**config.mk**
```make
export PLATFORM = sky130hd
export DESIGN_NAME = tdc_meas_ctrl
export DESIGN_NICKNAME = d
export VERILOG_FILES = /design/src/rtl/tdc_pkg.sv /design/src/rtl/tdc_coarse_counter.sv /design/src/rtl/tdc_meas_ctrl.sv
export SDC_FILE = /design/constraint.sdc
export NUM_CORES = 1
export LEC_CHECK = 0
export BUFFER_PORTS_ARGS = -buffer_cell sky130_fd_sc_hd__buf_2
export CAP_MARGIN = 10
export CORE_MARGIN = 2
export CORE_UTILIZATION = 45
export DETAILED_ROUTE_END_ITERATION = 8
export GPL_TIMING_DRIVEN = 0
export PLACE_DENSITY = 0.8
export SLEW_MARGIN = 5
export SYNTH_ARGS = -nofsm -noshare
export SYNTH_HDL_FRONTEND = slang
export SYNTH_HIERARCHICAL = 1
export SYNTH_SLANG_ARGS = --single-unit
```
**constraint.sdc**
```tcl
create_clock -name clk -period 2 [get_ports clk]
set_clock_uncertainty 0.05 [all_clocks]
set_input_delay 0.1 -clock clk [delete_from_list [all_inputs] [get_ports clk]]
set_output_delay 0.1 -clock clk [all_outputs]
set_load 0.01 [all_outputs]
```
**src/rtl/tdc_pkg.sv**
```systemverilog
// Shared types and defaults for the TDC measurement controller.
// Holds the controller state encoding and default field widths.
package tdc_pkg;

    localparam int unsigned DEF_COARSE_W = 16;
    localparam int unsigned DEF_FINE_W   = 8;

    typedef enum logic [1:0] {
        ST_IDLE  = 2'd0,
        ST_ARMED = 2'd1,
        ST_RUN   = 2'd2,
        ST_HOLD  = 2'd3
    } tdc_state_e;

endpackage

```
**src/rtl/tdc_coarse_counter.sv**
```systemverilog
// Coarse cycle counter with clear/enable and a registered terminal flag.
// o_term is high in the cycle where o_count == TIMEOUT-1.
module tdc_coarse_counter
    import tdc_pkg::*;
#(
    parameter int unsigned COARSE_W = DEF_COARSE_W,
    parameter int unsigned TIMEOUT  = 1000
) (
    input  logic                clk,
    input  logic                rst_n,
    input  logic                i_clear,
    input  logic                i_enable,
    output logic [COARSE_W-1:0] o_count,
    output logic                o_term
);

    localparam logic [COARSE_W-1:0] LP_TERM = COARSE_W'(TIMEOUT - 1);

    logic [COARSE_W-1:0] r_count;
    logic [COARSE_W-1:0] w_count_inc;
    logic                r_term;

    assign w_count_inc = r_count + COARSE_W'(1);

    // Flag is computed from the next count so it lines up with the count itself.
    always_ff @(posedge clk or negedge rst_n) begin
        if (!rst_n) begin
            r_count <= '0;
            r_term  <= 1'b0;
        end else if (i_clear) begin
            r_count <= '0;
            r_term  <= (LP_TERM == '0);
        end else if (i_enable) begin
            r_count <= w_count_inc;
            r_term  <= (w_count_inc == LP_TERM);
        end
    end

    assign o_count = r_count;
    assign o_term  = r_term;

endmodule

```
**src/rtl/tdc_meas_ctrl.sv**
```systemverilog
// Start/stop time-interval measurement sequencer for the TDC front end.
// Optional macro TDC_HIT_STATS_EN adds saturating result statistics ports.
module tdc_meas_ctrl
    import tdc_pkg::*;
#(
    parameter int unsigned COARSE_W = DEF_COARSE_W,
    parameter int unsigned FINE_W   = DEF_FINE_W,
    parameter int unsigned TIMEOUT  = 1000
`ifdef TDC_HIT_STATS_EN
    ,
    parameter int unsigned STAT_W   = 16
`endif
) (
    input  logic                clk,
    input  logic                rst_n,
    input  logic                arm,
    input  logic                abort,
    input  logic                start_valid,
    input  logic [FINE_W-1:0]   start_fine,
    input  logic                stop_valid,
    input  logic [FINE_W-1:0]   stop_fine,
    output logic                hit_gate,
    output logic                busy,
    output logic                m_valid,
    input  logic                m_ready,
    output logic [COARSE_W-1:0] m_coarse,
    output logic [FINE_W-1:0]   m_start_fine,
    output logic [FINE_W-1:0]   m_stop_fine,
    output logic                m_timeout
`ifdef TDC_HIT_STATS_EN
    ,
    output logic [STAT_W-1:0]   stat_meas,
    output logic [STAT_W-1:0]   stat_timeouts
`endif
);

    tdc_state_e          r_state;
    tdc_state_e          w_next;

    logic [FINE_W-1:0]   r_start_fine;
    logic [COARSE_W-1:0] r_m_coarse;
    logic [FINE_W-1:0]   r_m_start_fine;
    logic [FINE_W-1:0]   r_m_stop_fine;
    logic                r_m_timeout;

    logic                w_clear;
    logic                w_enable;
    logic                w_cap;
    logic [COARSE_W-1:0] w_cap_coarse;
    logic [FINE_W-1:0]   w_cap_start;
    logic [FINE_W-1:0]   w_cap_stop;
    logic                w_cap_to;
    logic [COARSE_W-1:0] w_count;
    logic                w_term;
    logic                w_hs;

    tdc_coarse_counter #(
        .COARSE_W (COARSE_W),
        .TIMEOUT  (TIMEOUT)
    ) u_cnt (
        .clk      (clk),
        .rst_n    (rst_n),
        .i_clear  (w_clear),
        .i_enable (w_enable),
        .o_count  (w_count),
        .o_term   (w_term)
    );

    always_ff @(posedge clk or negedge rst_n) begin
        if (!rst_n) begin
            r_state <= ST_IDLE;
        end else begin
            r_state <= w_next;
        end
    end

    always_comb begin
        w_next       = r_state;
        w_clear      = 1'b0;
        w_enable     = 1'b0;
        w_cap        = 1'b0;
        w_cap_coarse = '0;
        w_cap_start  = r_start_fine;
        w_cap_stop   = '0;
        w_cap_to     = 1'b0;
        unique case (r_state)
            ST_IDLE: begin
                if (arm) w_next = ST_ARMED;
            end
            ST_ARMED: begin
                if (abort) begin
                    w_next = ST_IDLE;
                end else if (start_valid && stop_valid) begin
                    w_next      = ST_HOLD;
                    w_cap       = 1'b1;
                    w_cap_start = start_fine;
                    w_cap_stop  = stop_fine;
                end else if (start_valid) begin
                    w_next  = ST_RUN;
                    w_clear = 1'b1;
                end
            end
            ST_RUN: begin
                w_enable = 1'b1;
                // Count lags elapsed cycles by one; a stop on the terminal cycle wins.
                if (abort) begin
                    w_next = ST_IDLE;
                end else if (stop_valid) begin
                    w_next       = ST_HOLD;
                    w_cap        = 1'b1;
                    w_cap_coarse = w_count + COARSE_W'(1);
                    w_cap_stop   = stop_fine;
                end else if (w_term) begin
                    w_next       = ST_HOLD;
                    w_cap        = 1'b1;
                    w_cap_coarse = COARSE_W'(TIMEOUT);
                    w_cap_to     = 1'b1;
                end
            end
            ST_HOLD: begin
                if (m_ready) w_next = arm ? ST_ARMED : ST_IDLE;
            end
            default: w_next = ST_IDLE;
        endcase
    end

    always_ff @(posedge clk or negedge rst_n) begin
        if (!rst_n) begin
            r_start_fine   <= '0;
            r_m_coarse     <= '0;
            r_m_start_fine <= '0;
            r_m_stop_fine  <= '0;
            r_m_timeout    <= 1'b0;
        end else begin
            if (w_clear) r_start_fine <= start_fine;
            if (w_cap) begin
                r_m_coarse     <= w_cap_coarse;
                r_m_start_fine <= w_cap_start;
                r_m_stop_fine  <= w_cap_stop;
                r_m_timeout    <= w_cap_to;
            end
        end
    end

    assign hit_gate     = (r_state == ST_ARMED) || (r_state == ST_RUN);
    assign busy         = (r_state != ST_IDLE);
    assign m_valid      = (r_state == ST_HOLD);
    assign m_coarse     = r_m_coarse;
    assign m_start_fine = r_m_start_fine;
    assign m_stop_fine  = r_m_stop_fine;
    assign m_timeout    = r_m_timeout;
    assign w_hs         = m_valid && m_ready;

`ifdef TDC_HIT_STATS_EN
    logic [STAT_W-1:0] r_stat_meas;
    logic [STAT_W-1:0] r_stat_to;

    always_ff @(posedge clk or negedge rst_n) begin
        if (!rst_n) begin
            r_stat_meas <= '0;
            r_stat_to   <= '0;
        end else if (w_hs) begin
            if (r_m_timeout) begin
                if (r_stat_to != '1) r_stat_to <= r_stat_to + STAT_W'(1);
            end else begin
                if (r_stat_meas != '1) r_stat_meas <= r_stat_meas + STAT_W'(1);
            end
        end
    end

    assign stat_meas     = r_stat_meas;
    assign stat_timeouts = r_stat_to;
`endif

endmodule

```
======== After elaboration in Yosys (flattened, before gate mapping) ========
Cells that the tools add are included.
W data, S select, Z words.
storage, ports and cells
  word-level logic and storage cells ...... 63
  register bits after elaboration ......... 60
  input port bits ......................... 23
  output and inout bits ................... 36
cells by class
  equality and inequality tests ........... 8
  add/sub/neg operators ................... 1
  reductions and logical operators ........ 6
  multiplexer cells ....................... 40
operators with widths
  operator                 number
  $mux W16                 5
  $mux W8                  7
  $add A16 B1 Y16 const B  1
  $eq A16 B10 Y1 const B   1
  $mux W1                  16
  $mux W2                  8
  $pmux W8 S2              1
  $mux W10                 1
  $pmux W2 S4              1
  $eq A2 B2 Y1 const B     2
  $ne A4 B3 Y1 const B     1
  $ne A4 B4 Y1 const B     1
  $reduce_and A4 Y1        1
  $reduce_bool A2 Y1       2
  $eq A2 B1 Y1 const B     1
  $logic_not A2 Y1         1
  $ne A2 B1 Y1 const B     1
  $ne A2 B2 Y1 const B     1
  $pmux W1 S2              1
  $logic_and A1 B1 Y1      1
  $logic_or A1 B1 Y1       1

======== Logic depth before layout (Yosys ltp) ========
  depth in word-level cells ............... 5
  gate-level depth with buffers ........... 9
  mapped depth without buffers ............ 7

======== By module ========
The synthesis kept the hierarchy.
modules (own cells, without submodules)
  module              cells an instance  area each (um^2)  times used  seq. area each (um^2)
  tdc_meas_ctrl       199                2138.3            1           1076.0
  tdc_coarse_counter  108                984.7             1           425.4

======== Least setup slack after synthesis ========
No wires, ideal clock.
  path kind ............................... register to register
  start ................................... register r_state[1]
  end ..................................... register u_cnt.r_term (netlist: u_cnt/o_term)
  path buffers ............................ 2
  cell stages (with the launch flop) ...... 10
  library setup time ...................... 0.074 ns
  arrival ................................. 1.824 ns
  required time ........................... 1.876 ns
  slack ................................... 0.052 ns
  period minus slack after synthesis ...... 1.948 ns
  cells stage by stage .................... dfrtp_1 -> inv_1 -> ha_1 -> and4bb_2 -> buf_2 -> clkbuf_1 -> nand4bb_1 -> nor4_1 -> o2111ai_1 -> o21ai_2
between the ends
  longest elaborated chain between the ends .. 3
  elaborated cells between the ends (all ways) .. 6
  classes of those cells .................. 2 x eq/ne; 3 x mux; 1 x reduce/logical
RTL lines
  item                                           RTL line                  source
  start, declared                                tdc_meas_ctrl.sv:37       tdc_state_e r_state;
  start signal, assigned                         tdc_meas_ctrl.sv:73       r_state <= w_next;
  $eq A2 B1 Y1 *                                 tdc_meas_ctrl.sv:86       unique case (r_state)
  $mux W1 *                                      tdc_meas_ctrl.sv:86
  via w_clear                                    tdc_meas_ctrl.sv:46       logic w_clear;
  $mux W1 or $reduce_bool A2 Y1 (tied branches)  --
  end signal, assigned                           tdc_coarse_counter.sv:32  r_term <= (LP_TERM == '0);
  end signal, assigned                           tdc_coarse_counter.sv:35  r_term <= (w_count_inc == LP_TERM);
  end, declared                                  tdc_coarse_counter.sv:21  logic r_term;
Mark *: on every way through the listed nets, which the timed path passes. The rest lies on a longest branch.
A chain may end at the register's enable or synchronous reset.

======== Worst setup path after layout ========
  start ................................... register r_state[1]
  end ..................................... register u_cnt.r_term (netlist: u_cnt/o_term)
between the ends
  longest elaborated chain between the ends .. 3
  elaborated cells between the ends (all ways) .. 6
  classes of those cells .................. 2 x eq/ne; 3 x mux; 1 x reduce/logical
RTL lines
  item                                           RTL line
  $eq A2 B1 Y1 or $eq A2 B2 Y1 (tied branches)   tdc_meas_ctrl.sv:86
  $mux W1                                        tdc_meas_ctrl.sv:86
  $mux W1 or $reduce_bool A2 Y1 (tied branches)  --
Several ways; a longest one is shown, not always the timed one.

==> results.tsv <==
metric	value	unit
status	finished, final reports clean	
rows	30	
gp_congestion	0.827	
synth.avg_cell_area	10.2	µm²
async_flop_share	100	%
nets	428	
worstPathCellList	inv_1 > ha_2 > and4bb_4 > nand4bb_1 > nor4_2 > o2111ai_1 > o21ai_2	
ant_nets	0	
routedWlPerCell	15.4	µm
crit_fanout	17	
max_stage_delay	0.37	ns
synth.distinct_cells	53	
ir_drop	0.000408	V
vias_per_cell	5.54	
cpMaxStageDelayCell	dfrtp_1	
crit_arrival	2.17	ns
die_area	7620	µm²
worst_path_dominant_cell_family	simple AND/OR/NAND/NOR gates	
slew_headroom	48.8	%
cts_tree	done	
portBuffers	58	
synth.area.top_cells	dfrtp_1, nand2_1, xor2_1	
ys_seq_elements	60	
slew_violations	0	
multi_input_area	1550	µm²
finalCritPeriodShare	97.7	%
clockBufferDepth	2	
syn_to_final_growth	28.2	%
clkTransAtPathRegs	0.07	ns
hold_violations	0	
h-tree-depth	3	
yosys_warnings	6	
synth-edff-count	0	
worst_hold_slack	0.0874	ns
critPathKind	flop to flop	
drt_iter0_markers	135	
drt_pass1_iterations	6	
worst_slew_pin_slew	0.768	ns
synth_top_cell_area_share	48.1	%
crit_required	2.22	ns
synth_fp_nets	338	
core_area	6760	µm²
grt_max_degree	35	
grt_first_pass_wirelength	11600	µm
grt_overflow	0	
hpwl	4990	µm
hold_path.class	input pin to flop	
cts_buffers	9	
grt.total_usage	19.6	%
dr_wl_met3	438	µm
antennaDiodeCount	0	
wl_met1	3120	µm
clk_latency	0.34	ns
ys.flop_type	dfrtp_1	
finalPower	4.85	mW
initial_utilization	46.2	%
synth_most_common_cell	dfrtp_1	
syn-cell-area	3120	µm²
io_pins	59	
cap_violations	0	
grt_pass1_vias	2558	
top_layer_used	met4	
wl_met2	3710	µm
clock-root-buffer	clkbuf_8	
drive_gt1_share	28.6	%
startpoint_type	flop	
yosysSeqAreaShare	48.1	%
antenna_found_initial	0	
final_cells	482	
cts_num_sinks	60	
fillers	543	
wl	7440	µm
crit_buf_inv	1	
cp-end-kind	flop	
yosys-top-cells-count	dfrtp_1, nand2_1, nor2_1, o21ai_0, xor2_1	
period_minus_slack	1.95	ns
rsz0062_at_grt	no	
syn_inst	307	
power.density	1210	nW/µm²
fmax	0.512	GHz
die_width	87.3	µm
power_leakage	1.89	nW
vias	2668	
drc_errors	0	
dieHeight	87.3	µm
seqCellArea	1500	µm²
finalSetupViolCount	0	
dp_cells	446	
synth_area_leader_cell	dfrtp_1	
[worst paths after layout]
kind,start,end,slack [ns],cells after the start
max,r_state[1],u_cnt/o_term,0.05,7
min,arm,r_state[0],0.09,3
max reg2reg,r_state[1],u_cnt/o_term,0.05,7
min reg2reg,m_coarse[12],m_coarse[12],0.43,2
max in group asynchronous,rst_n,m_start_fine[6],0.98,3
min in group asynchronous,rst_n,r_state[0],0.31,2
[power breakdown]
part	switching (mW)	internal, mW	total [mW]
logic	0.835	0.822	1.66
clock network	0.470	0.729	1.20
registers	0.384	1.61	2.00
total	1.69	3.16	4.85
[layout by cell type, fill, tap and decap left out, types with 11 or more instances in the layout]
cell type	Yosys	routed
a22o_1	12	12
buf_2	6	61
dfrtp_1	60	59
dlygate4sd3_1	0	17
nand2_1	37	37
nand3_1	12	12
nor2_1	27	26
o21ai_0	20	20
xnor2_1	11	11
xor2_1	14	14
[cells by family (layout without fill, tap and decap cells)]
group	Yosys count	count (layout)	share of synthesized area, %
AND/OR/NAND/NOR	117	117	19.4
flip-flops	60	60	48.1
AO/OA/AOI/OAI	57	57	12.7
XOR/XNOR	25	25	7.01
buffers and inverters	22	117	3.37
multiplexers	18	18	6.25
adder cells (fa/ha/maj)	8	8	3.21
[registers in the layout (all words and copies together) (netlist names)]
name           count
r_state            2
m_timeout          1
r_start_fine       8
m_start_fine       8
m_coarse          16
u_cnt/o_count     16
m_stop_fine        8
u_cnt/o_term       1
[repair_timing]
item / in CTS / in global routing
resized for setup: 5 / 16
hold buffers: 17 / 0
pin swaps: 1 / 1
buffers inserted: 0 / 3
setup endpoints to repair: 28 / 42
endpoints found under the hold margin: 49 / 0
cloned: 0 / 2
[routing by layer]
layer / track usage, % / up-vias
met5: 0 / -
met4: 10.1 / 0
met3: 5.31 / 19
met2: 32.7 / 102
met1: 23.1 / 1274
li1: - / 1273
[metrics by stage]
step / setup WS [ns] / cell area (µm²) / TNS [ns] / utilization (%)
2_1_floorplan: 0.0524 / 3120 / 0 / -
3_3_place_gp: -0.196 / 3510 / -2.06 / 52.0
3_5_place_dp: -0.348 / 3530 / -3.02 / 52.3
4_1_cts: 0.00864 / 3930 / 0 / 58.1
5_1_grt: 0.0212 / 4000 / 0 / 59.2
6_report: 0.0466 / 4000 / 0 / 59.2
[area by class of cell]
type | count | area share (%)
Buffer | 10 | 2.03
Sequential cell | 60 | 37.5
Clock buffer | 11 | 3.53
Clock inverter | 5 | 1.88
Inverter | 10 | 0.938
Timing Repair Buffer | 81 | 12.8
Multi-Input combinational cell | 225 | 38.8
Tap cell | 80 | 2.50
[worst reg2reg max path, stage by stage, from the launching register on]
cell and delay (ns):
dfrtp_1 0.37, inv_1 0.11, ha_2 0.22, and4bb_4 0.30
nand4bb_1 0.25, nor4_2 0.21, o2111ai_1 0.20, o21ai_2 0.16
Note: power is estimated with default switching activity, not from simulation.
